--- config.mk ---
export PLATFORM = sky130hd
export DESIGN_NAME = barrel_shift_arbiter
export DESIGN_NICKNAME = d
export VERILOG_FILES = /design/src/rtl/barrel_shift_arbiter.sv
export SDC_FILE = /design/constraint.sdc
export NUM_CORES = 1
export LEC_CHECK = 0
export ABC_AREA = 1
export CAP_MARGIN = 20
export CORE_MARGIN = 8
export CORE_UTILIZATION = 48
export DETAILED_ROUTE_END_ITERATION = 8
export MAX_ROUTING_LAYER = met4
export PLACE_DENSITY = 0.8
export SLEW_MARGIN = 20
export SYNTH_ARGS = -nofsm -noshare
export SYNTH_HDL_FRONTEND = slang
export SYNTH_SLANG_ARGS = --single-unit
--- constraint.sdc ---
create_clock -name clk -period 2.95 [get_ports clk]
set_input_delay 0.59 -clock clk [delete_from_list [all_inputs] [get_ports clk]]
set_output_delay 0.59 -clock clk [all_outputs]
set_load 0.02 [all_outputs]
--- src/rtl/barrel_shift_arbiter.sv ---
// Round-robin arbiter feeding a shared two-stage 8-bit shift/rotate pipeline with a tagged response port.
// Optional feature: define BSHIFT_ARB_STATS_EN to build the saturating ops_count counter.
module barrel_shift_arbiter #(
    parameter int DATA_W = 8,
    parameter int NREQ   = 4,
    parameter int IDW    = 2
) (
    input  logic                   clk,
    input  logic                   rst_n,
    input  logic [NREQ-1:0]        req_valid,
    output logic [NREQ-1:0]        req_ready,
    input  logic [NREQ*DATA_W-1:0] req_data,
    input  logic [NREQ*3-1:0]      req_amt,
    input  logic [NREQ*2-1:0]      req_mode,
    output logic                   rsp_valid,
    input  logic                   rsp_ready,
    output logic [DATA_W-1:0]      rsp_data,
    output logic [IDW-1:0]         rsp_id,
    output logic [15:0]            ops_count
);

    logic [IDW-1:0]    last_q;
    logic              s1_vld_q;
    logic [DATA_W-1:0] s1_data_q;
    logic [2:0]        s1_amt_q;
    logic [1:0]        s1_mode_q;
    logic [IDW-1:0]    s1_id_q;
    logic              s2_vld_q;
    logic [DATA_W-1:0] s2_data_q;
    logic [IDW-1:0]    s2_id_q;

    logic              s2_load;
    logic              s1_accept;
    logic              gnt_any;
    logic [IDW-1:0]    gnt_idx;
    logic [NREQ-1:0]   gnt_oh;
    logic [IDW-1:0]    cand;
    logic [DATA_W-1:0] s1_data_d;
    logic [2:0]        s1_amt_d;
    logic [1:0]        s1_mode_d;
    logic [DATA_W-1:0] s2_data_d;

    function automatic logic [DATA_W-1:0] shift_op(input logic [DATA_W-1:0] d,
                                                   input logic [2:0] amt,
                                                   input logic [1:0] mode);
        logic signed [DATA_W-1:0] sd;
        logic [2*DATA_W-1:0]      rot;
        logic [DATA_W-1:0]        res;
        sd  = d;
        rot = {d, d} << amt;
        case (mode)
            2'b00:   res = d << amt;
            2'b01:   res = d >> amt;
            2'b10:   res = rot[2*DATA_W-1:DATA_W];
            default: res = sd >>> amt;
        endcase
        return res;
    endfunction

    assign s2_load   = !s2_vld_q || rsp_ready;
    assign s1_accept = !s1_vld_q || s2_load;

    // Search begins one past the last winner; first valid requester wins.
    always_comb begin
        gnt_any = 1'b0;
        gnt_idx = '0;
        gnt_oh  = '0;
        cand    = '0;
        for (int k = 1; k <= NREQ; k++) begin
            cand = IDW'((int'(last_q) + k) % NREQ);
            if (!gnt_any && req_valid[cand]) begin
                gnt_any      = 1'b1;
                gnt_idx      = cand;
                gnt_oh[cand] = 1'b1;
            end
        end
    end

    always_comb begin
        s1_data_d = '0;
        s1_amt_d  = '0;
        s1_mode_d = '0;
        for (int i = 0; i < NREQ; i++) begin
            if (gnt_oh[i]) begin
                s1_data_d = req_data[i*DATA_W +: DATA_W];
                s1_amt_d  = req_amt[i*3 +: 3];
                s1_mode_d = req_mode[i*2 +: 2];
            end
        end
    end

    assign req_ready = (s1_accept && rst_n) ? gnt_oh : '0;
    assign s2_data_d = shift_op(s1_data_q, s1_amt_q, s1_mode_q);

    always_ff @(posedge clk or negedge rst_n) begin
        if (!rst_n) begin
            last_q    <= IDW'(NREQ - 1);
            s1_vld_q  <= 1'b0;
            s1_data_q <= '0;
            s1_amt_q  <= '0;
            s1_mode_q <= '0;
            s1_id_q   <= '0;
        end else if (s1_accept) begin
            // Stage 1: operand capture from the granted requester
            s1_vld_q <= gnt_any;
            if (gnt_any) begin
                last_q    <= gnt_idx;
                s1_data_q <= s1_data_d;
                s1_amt_q  <= s1_amt_d;
                s1_mode_q <= s1_mode_d;
                s1_id_q   <= gnt_idx;
            end
        end
    end

    always_ff @(posedge clk or negedge rst_n) begin
        if (!rst_n) begin
            s2_vld_q  <= 1'b0;
            s2_data_q <= '0;
            s2_id_q   <= '0;
        end else if (s2_load) begin
            // Stage 2: shift result register, held while the response is stalled
            s2_vld_q <= s1_vld_q;
            if (s1_vld_q) begin
                s2_data_q <= s2_data_d;
                s2_id_q   <= s1_id_q;
            end
        end
    end

    assign rsp_valid = s2_vld_q;
    assign rsp_data  = s2_data_q;
    assign rsp_id    = s2_id_q;

`ifdef BSHIFT_ARB_STATS_EN
    logic [15:0] ops_q;

    always_ff @(posedge clk or negedge rst_n) begin
        if (!rst_n) begin
            ops_q <= '0;
        end else if (s2_vld_q && rsp_ready && ops_q != 16'hFFFF) begin
            ops_q <= ops_q + 16'd1;
        end
    end

    assign ops_count = ops_q;
`else
    assign ops_count = 16'h0000;
`endif

endmodule

==> results_dict.tcl, run 1 <==
set metrics [dict create \
    outcome "finished, final reports clean" \
    peakVddDrop_v 0.0008590 \
    slew_viol_final 0 \
    grt_pass1_wl_um 13050 \
    drc_errors 0 \
    cts_sinks 29 \
    synthesis.instances 467 \
    ys_types 36 \
    seq_area_frac_synth_pct 25.50 \
    die_area_mm2 0.008672 \
    start_util_pct 48.80 \
    cts_buffers 5 \
    final_antenna_net_count 0 \
    routed_wl_um 7640 \
    cp-startpoint "last_q[1]" \
    fin_nets 611 \
    arrival_ns 2.19 \
    netlist_area_mm2 0.002855 \
    pin_count 90 \
    place_area_mm2 0.003611 \
    clock_tree.buffer_depth 2 \
    hold_start "rsp_id[0]" \
    total_power_w 0.004860 \
    stdcell_area_mm2 0.003694 \
    drive_gt1_share_pct 9.358 \
    yosysWarnings 0 \
    drt_pass1_iterations 4 \
    diodes 0 \
    cp_max_fo 6 \
    crit_path_cell_trace "inv_1 -> ha_1 -> inv_1 -> nand2_2 -> nand2_4 -> nor2_4 -> buf_4 -> a22oi_2 -> a31oi_1 -> clkbuf_2" \
    cts-root-buf "clkbuf_8" \
    ys_ff_latch 29 \
    die_h_um 93.13 \
    endpoint_kind "primary output" \
    period_needed_ns 2.784 \
    grt_remaining_overflow 0 \
    gp_congestion 0.8847 \
    setup_violations 0 \
    cts_tree "done" \
    ctsHoldBuffers 0 \
    maxCapViolCount 0 \
    rsz0062_at_grt "no" \
    wl_per_cell_um 12.32 \
    fin_crit_sh_pct 94.36 \
    cp.required_ns 2.36 \
    holdWs_ns 0.4858 \
    post-dp-hpwl_um 6033 \
    power_density_mw_per_mm2 1316 \
    p_leak_nw 1.975 \
    multi_input_area_mm2 0.001743 \
    grt_antenna_before_repair 0 \
    via_count 3048 \
    worstHoldPathType "reg2reg" \
    slowest_stage "dfstp_2" \
    row_count 28 \
    syn_to_final_growth_pct 29.36 \
    fp.dieW_um 93.13 \
    syn_avg_cell_area_um2 6.114 \
    clkSlewWorstSetupHoldPaths_ns 0.06 \
    core_mm2 0.005851 \
    cts_max_level 2 \
    grt_max_degree 30 \
    hold_viol 0 \
    drtIter0Drc 185 \
    regArea_um2 728.2 \
    fill_cells 557 \
    r2r_start "last_q[0]" \
    portBuffers 73 \
    max_stage_delay_ns 0.53 \
    grt_pass1_vias 2949 \
    clk_latency_ns 0.28 \
    viasPerCell 4.916 \
    finClkSkew_ns 0.003262 \
    path_common_cell "inv_1" \
    reg2reg_setup_slack_ns 0.50 \
    clock.fmax_mhz 359.2 \
    grt_use_total_pct 18.44 \
    tns_ns 0 \
    startpoint_type "flip-flop" \
    crit_type "reg2out" \
]
worst max-delay path: cells and delay by family (launching register included):
family / cells / cell delay, ns
AOI/OAI and AO/OA: 2 / 0.22
and+or+nand+nor: 3 / 0.33
buffers and inverters: 4 / 0.50
adders and majority gates: 1 / 0.33
DFF: 1 / 0.53
metal layers:
| layer | GRT usage [%] | share of wire, % |
|---|---|---|
| met1 | 23.49 | 47 |
| met3 | 5.048 | 7.9 |
| met2 | 28.40 | 44 |
| met4 | 4.161 | 0.73 |
| met5 | - | 0 |
cell families (layout without fill, tap and decap cells):
kind of cell / count (synthesis) / count (layout) / synth area share (%)
AOI/OAI and AO/OA: 92 / 92 / 18.10
adders and majority gates: 8 / 8 / 3.506
buffers and inverters: 90 / 153 / 15.42
DFF: 29 / 29 / 25.50
other: 1 / 16 / 0.1313
and+or+nand+nor: 247 / 247 / 37.34
power by group:
group,switching (W),total [W],internal [W]
Sequential,0.000205,0.000839,0.000634
Clock,0.000147,0.000310,0.000163
Combinational,0.00232,0.00371,0.00139
Total,0.00267,0.00486,0.00219
final timing paths:
check,to,cells after the start
max,req_ready[3],10
min,rsp_id[0],2
max reg2reg,s1_amt_q[2],15
min reg2reg,rsp_id[0],2
max in group asynchronous,last_q[1],2
min in group asynchronous,rsp_data[7],2
area by class of cell:
| type | count | share of cell area, % |
|---|---|---|
| clock inverters | 2 | 0.2710 |
| inverters | 56 | 5.691 |
| well taps | 75 | 2.541 |
| flip-flops and latches | 29 | 19.72 |
| clock buffers | 6 | 1.965 |
| repair buffers | 89 | 22.63 |
| multi-input cells | 363 | 47.19 |
metrics by stage:
| stage | utilization, % | setup WS, ns | std cells |
|---|---|---|---|
| after floorplan | - | 0.3675 | 482 |
| after global placement | 61.72 | -0.1394 | 610 |
| after detailed placement | 61.72 | -0.1958 | 610 |
| after CTS | 63.05 | 0.004832 | 618 |
| after global routing | 63.13 | 0.02340 | 620 |
| final | 63.13 | 0.1664 | 620 |
state kept, by name, indices dropped and copies added (netlist names):
register	flops
s1_mode_q	2
s1_id_q	2
s1_data_q	8
s1_vld_q	1
s1_amt_q	3
rsp_data	8
rsp_id	2
last_q	2
rsp_valid	1
cells in the mapped netlist:
library cell | instances | area, um^2
inv_1 | 52 | 195.2
a21oi_2 | 1 | 8.760
a21boi_4 | 1 | 18.77
nand3_4 | 1 | 17.52
a22oi_2 | 1 | 12.51
nor2_2 | 1 | 6.260
nor3_1 | 2 | 10.01
buf_4 | 19 | 142.6
o21ai_0 | 25 | 125.1
nor2_1 | 20 | 75.07
o2111ai_1 | 1 | 8.760
nand3_2 | 7 | 70.07
nor4_1 | 1 | 6.260
dfstp_2 | 2 | 52.55
clkbuf_1 | 10 | 37.54
buf_2 | 1 | 5.000
a31oi_1 | 3 | 18.77
a21oi_1 | 51 | 255.2
and3_1 | 1 | 6.260
nand4_1 | 2 | 12.51
inv_2 | 3 | 11.26
a21boi_1 | 1 | 7.510
nand2_1 | 183 | 686.9
nand2_4 | 2 | 22.52
buf_6 | 4 | 45.04
conb_1 | 1 | 3.750
a21boi_0 | 2 | 15.01
nand2_2 | 4 | 25.02
ha_1 | 8 | 100.1
o31ai_1 | 1 | 7.510
o311ai_0 | 1 | 8.760
nand3_1 | 21 | 105.1
clkinv_1 | 1 | 3.750
dfrtp_1 | 27 | 675.7
nor2_4 | 2 | 22.52
o211ai_1 | 4 | 30.03
placed cells by master, fill, tap and decap left out, types with 2 or more instances in the layout:
cell type        synthesis  layout
nor3_1                   2       2
clkbuf_2                 0       3
a21boi_0                 2       2
nand3_2                  7       7
nor2_4                   2       2
buf_4                   19      16
nand2_4                  2       2
inv_1                   52      52
dfstp_2                  2       2
ha_1                     8       8
nand4_1                  2       2
nor2_1                  20      20
inv_2                    3       3
a21oi_1                 51      51
nand2_1                183     183
conb_1                   1      16
dfrtp_1                 27      27
o211ai_1                 4       4
clkinv_2                 0       2
a31oi_1                  3       3
nand3_1                 21      21
o21ai_0                 25      25
clkdlybuf4s50_1          0      69
clkbuf_8                 0       5
nand2_2                  4       4
repair_timing:
action,in CTS,in global routing
setup buffers,0,2
resized for setup,4,9
setup endpoints to repair,4,4
pin swaps,0,1
Power figures use the tool's default switching activity.
==> run 2, diff against run 1 <==
--- a/config.mk
+++ b/config.mk
@@ -8,10 +8,10 @@
 export ABC_AREA = 1
 export CAP_MARGIN = 20
 export CORE_MARGIN = 8
-export CORE_UTILIZATION = 48
+export CORE_UTILIZATION = 35
 export DETAILED_ROUTE_END_ITERATION = 8
 export MAX_ROUTING_LAYER = met4
-export PLACE_DENSITY = 0.8
+export PLACE_DENSITY = 0.61
 export SLEW_MARGIN = 20
 export SYNTH_ARGS = -nofsm -noshare
 export SYNTH_HDL_FRONTEND = slang
==> run 2 against run 1 <==
Hold slack lost 0.0040 ns. Utilization shrank 16 points. First-iteration DRC count shrank 42%. Via count shrank 0.59%. Sequential power is essentially flat. Final cell count grew 5.2%. Clock power grew 16%. Critical path depth is the same.
==> results_dict.tcl, run 2 (same netlist as run 1, synthesis figures left out) <==
set metrics [dict create \
    met3_length_um 605 \
    slew_headroom_pct 63.94 \
    grt_pass1_wl_um 13400 \
    gp_congestion 0.8572 \
    row_count 33 \
    cts_buffers 5 \
    viasPerCell 4.647 \
    period_needed_ns 2.833 \
    clock.fmax_mhz 352.9 \
    final_util_pct 46.74 \
    crit_type "reg2out" \
    regArea_um2 728.2 \
    cts_tree "done" \
    cp.required_ns 2.36 \
    fin_nets 613 \
    slew_viol_final 0 \
    cts_max_level 2 \
    finClkSkew_ns 0.007395 \
    drive_gt1_share_pct 9.872 \
    post-dp-hpwl_um 6264 \
    hold_viol 0 \
    wl_met2_um 3246 \
    peakVddDrop_v 0.0008243 \
    grt_max_degree 30 \
    final_antenna_net_count 0 \
    portBuffers 73 \
    wl_per_cell_um 11.93 \
    drc_errors 0 \
    drt_pass1_iterations 5 \
    grt_pass1_vias 2885 \
    power_density_mw_per_mm2 1306 \
    via_count 3030 \
    pin_count 90 \
    cts_sinks 29 \
    final_common_cell "nand2_1" \
    layout_common_cells "nand2_1, clkdlybuf4s50_1, inv_1" \
    cp_max_fo 3 \
    worstHoldPathType "reg2reg" \
    startpoint_type "flip-flop" \
    total_power_w 0.004916 \
    maxCapViolCount 0 \
    multi_input_area_mm2 0.001743 \
    syn_to_final_growth_pct 31.81 \
    endpoint_kind "primary output" \
    fp.dieW_um 106.3 \
    grt_antenna_before_repair 0 \
    setup_violations 0 \
    cts-root-buf "clkbuf_8" \
    p_leak_nw 1.999 \
    arrival_ns 2.24 \
    clkSlewWorstSetupHoldPaths_ns 0.06 \
    diodes 0 \
    die_h_um 106.3 \
    grt_use_total_pct 14.31 \
    fin_crit_sh_pct 96.04 \
    grt_remaining_overflow 0 \
    topRoutingLayerUsed "met4" \
    clock_tree.buffer_depth 2 \
    fill_cells 862 \
    clk_latency_ns 0.28 \
    drtIter0Drc 107 \
    die_area_mm2 0.01130 \
    rsz0062_at_grt "no" \
    tightest_slew_ns 0.5342 \
    wl_met1_um 3859 \
    routed_wl_um 7781 \
    core_mm2 0.008051 \
    outcome "finished, final reports clean" \
    start_util_pct 35.46 \
]
run 2: final timing paths:
kind	from	endpoint	slack, ns	cells past startpoint
min reg2reg	rsp_data[1]	rsp_data[1]	0.48	2
min	rsp_data[1]	rsp_data[1]	0.48	2
max	last_q[0]	req_ready[1]	0.12	10
min in group asynchronous	rst_n	rsp_data[6]	0.74	2
max in group asynchronous	rst_n	last_q[0]	1.90	2
max reg2reg	last_q[0]	s1_data_q[6]	0.56	15
run 2: metal layers:
layer	track usage, %	vias up
li1	-	1606
met5	-	-
met2	21.00	101
met3	4.235	8
met4	3.618	0
met1	18.74	1315
run 2: critical path: stages (launching register included):
cell and delay [ns]:
dfstp_2 0.54, inv_2 0.04, ha_1 0.32, inv_1 0.13
nand2_2 0.09, a21boi_0 0.29, a21oi_2 0.06, nand3_2 0.08
nand2_1 0.05, inv_1 0.04, dlygate4sd2_1 0.34
run 2: final cells by class:
cell class | instances | share of cell area [%]
flip-flops and latches | 29 | 19.35
well taps | 105 | 3.491
inverters | 56 | 5.585
clock buffers | 7 | 2.560
repair buffers | 91 | 22.57
clock inverters | 1 | 0.1330
multi-input cells | 363 | 46.31
run 2: power by group:
part / total [W] / internal (W) / switching (W)
Clock: 0.000360 / 0.000210 / 0.000150
Sequential: 0.000837 / 0.000634 / 0.000203
Combinational: 0.00372 / 0.00142 / 0.00230
Total: 0.00492 / 0.00226 / 0.00265
run 2: through the flow:
step | instances | TNS (ns) | setup slack [ns] | hold WS (ns) | area [um^2]
CTS | 650 | 0 | 0.00008260 | 0.4844 | 3760
floorplan | 482 | 0 | 0.3675 | 0.2944 | 2912
global placement | 642 | -0.5134 | -0.1629 | 0.4662 | 3664
finish | 652 | 0 | 0.1167 | 0.4819 | 3764
global route | 652 | 0 | 0.009735 | 0.4987 | 3764
detailed placement | 642 | -0.5536 | -0.1931 | 0.4676 | 3664
run 2: timing repair:
action	in CTS	in global routing
pin swaps	0	1
endpoints found under the setup margin	4	4
hold buffers	0	0
buffers inserted	0	2
resized for setup	4	9
gates cloned	0	0
==> run 3, diff against run 2 <==
==> constraint.sdc (replaced) <==
create_clock -name clk -period 3.3 [get_ports clk]
set_input_delay 0.66 -clock clk [delete_from_list [all_inputs] [get_ports clk]]
set_output_delay 0.66 -clock clk [all_outputs]
set_load 0.02 [all_outputs]
==> run 3 against run 2 <==
Non-clock buffer count decreased by 10. Setup slack gained 0.078 ns. Routed wire length grew 0.93%. Critical path depth shrank 1. Critical endpoint is now req_ready[2]. Global-route usage about the same. Largest cell class unchanged. Via count shrank 1.9%. Sequential share of layout area increased by 0.43 points. Largest power group unchanged.
==> results_dict.tcl, run 3 (same netlist as run 1, synthesis figures left out) <==
set metrics [dict create \
    cts_max_level 2 \
    place_ws_ns 0.01352 \
    tns_ns 0 \
    drc_errors 0 \
    finClkSkew_ns 0.007176 \
    start_util_pct 35.46 \
    peakVddDrop_v 0.0006808 \
    fp.dieW_um 106.3 \
    core_mm2 0.008051 \
    cts-root-buf "clkbuf_8" \
    period_needed_ns 3.105 \
    cts_tree "done" \
    grt_use_total_pct 14.29 \
    power_density_mw_per_mm2 1158 \
    post_cts_buffers 0 \
    endpoint_kind "primary output" \
    cp.required_ns 2.64 \
    drt_pass1_iterations 4 \
    multi_input_area_mm2 0.001743 \
    fin_crit_sh_pct 94.09 \
    grt_antenna_before_repair 0 \
    cts_buffers 5 \
    diodes 0 \
    syn_to_final_growth_pct 28.92 \
    pin_count 90 \
    cp-startpoint "last_q[0]" \
    clkSlewWorstSetupHoldPaths_ns 0.07 \
    drtIter0Drc 199 \
    grt_max_degree 30 \
    regArea_um2 728.2 \
    worstHoldPathType "reg2reg" \
    clk_latency_ns 0.28 \
    cts_sinks 29 \
    drive_gt1_share_pct 7.449 \
    outcome "finished, final reports clean" \
    fin_ws_ns 0.1949 \
    routed_wl_um 7853 \
    worst-r2r-cell-count 12 \
    rsz0062_at_grt "no" \
    place_area_mm2 0.003603 \
    gp_congestion 0.8385 \
    viasPerCell 4.629 \
    r2r_end "s1_amt_q[0]" \
    endpoint "req_ready[2]" \
    setup_violations 0 \
    arrival_ns 2.45 \
    cp_max_fo 12 \
    stdcell_area_mm2 0.003681 \
    fin_nets 603 \
    post-dp-hpwl_um 6241 \
    fill_cells 853 \
    via_count 2972 \
    final_common_cell "nand2_1" \
    row_count 33 \
    layout_common_cells "nand2_1, clkdlybuf4s50_1, inv_1" \
    die_area_mm2 0.01130 \
    grt_remaining_overflow 0 \
    hold_viol 0 \
    wl_per_cell_um 12.23 \
    final_util_pct 45.72 \
    clock_tree.buffer_depth 2 \
    die_h_um 106.3 \
    clock.fmax_mhz 322.0 \
    maxCapViolCount 0 \
    slew_viol_final 0 \
    startpoint_type "flip-flop" \
    r2r_start "last_q[0]" \
    portBuffers 73 \
    grt_pass1_wl_um 13410 \
    final_antenna_net_count 0 \
    reg2reg_setup_slack_ns 0.72 \
    p_leak_nw 1.951 \
    grt_pass1_vias 2888 \
    crit_type "reg2out" \
]
[run 3: worst max-delay path: stages (launching register included)]
cell and delay (ns):
dfstp_2 0.54, inv_2 0.10, ha_1 0.35, inv_1 0.10
nand3_1 0.12, nand3_2 0.09, nor2_2 0.18, nand2_1 0.14
a31oi_1 0.19, dlygate4sd2_1 0.36
[run 3: how the worst min path moves through the flow]
stage               slack (ns)        start  cells after the start          end
floorplan                 0.36        rst_n                      0  rsp_data[0]
global placement          0.47  rsp_data[1]                      2  rsp_data[1]
detailed placement        0.47   s1_id_q[0]                      2    rsp_id[0]
CTS                       0.48   s1_id_q[0]                      2    rsp_id[0]
global route              0.50   s1_id_q[0]                      2    rsp_id[0]
finish                    0.48    rsp_id[0]                      2    rsp_id[0]
[run 3: report_power, final]
part           total [W]  switching (W)  internal (W)
logic            0.00323        0.00206       0.00116
clock network   0.000286       0.000140      0.000146
registers       0.000748       0.000182      0.000566
total            0.00426        0.00239       0.00188
[run 3: metal layers]
layer / up-vias / GRT usage [%] / share of wire, %
met1: 1284 / 19.08 / 50
met3: 6 / 3.993 / 6.8
met5: - / - / 0
met2: 88 / 21.05 / 43
met4: 0 / 2.915 / 0.59
li1: 1594 / - / -
[run 3: area by class of cell]
type | count | area share, %
tap | 105 | 3.569
clock buffer | 6 | 1.971
inverter | 56 | 5.710
sequential | 29 | 19.78
multi-input combinational | 363 | 47.35
clock inverter | 2 | 0.2719
timing repair buffer | 81 | 21.35
[run 3: timing repair]
| item | 4_1_cts | 5_1_grt |
|---|---|---|
| setup endpoints to repair | 4 | 0 |
| hold buffers | 0 | 0 |
| gates resized for setup | 4 | 0 |
[run 3: per-stage QoR]
| step | total power (W) | hold slack, ns | std cells |
|---|---|---|---|
| after floorplan | 0.003292 | 0.3644 | 482 |
| after global placement | 0.003970 | 0.4666 | 634 |
| after detailed placement | 0.003980 | 0.4659 | 634 |
| after CTS | 0.004269 | 0.4834 | 642 |
| after global routing | 0.004812 | 0.4972 | 642 |
| final | 0.004262 | 0.4789 | 642 |
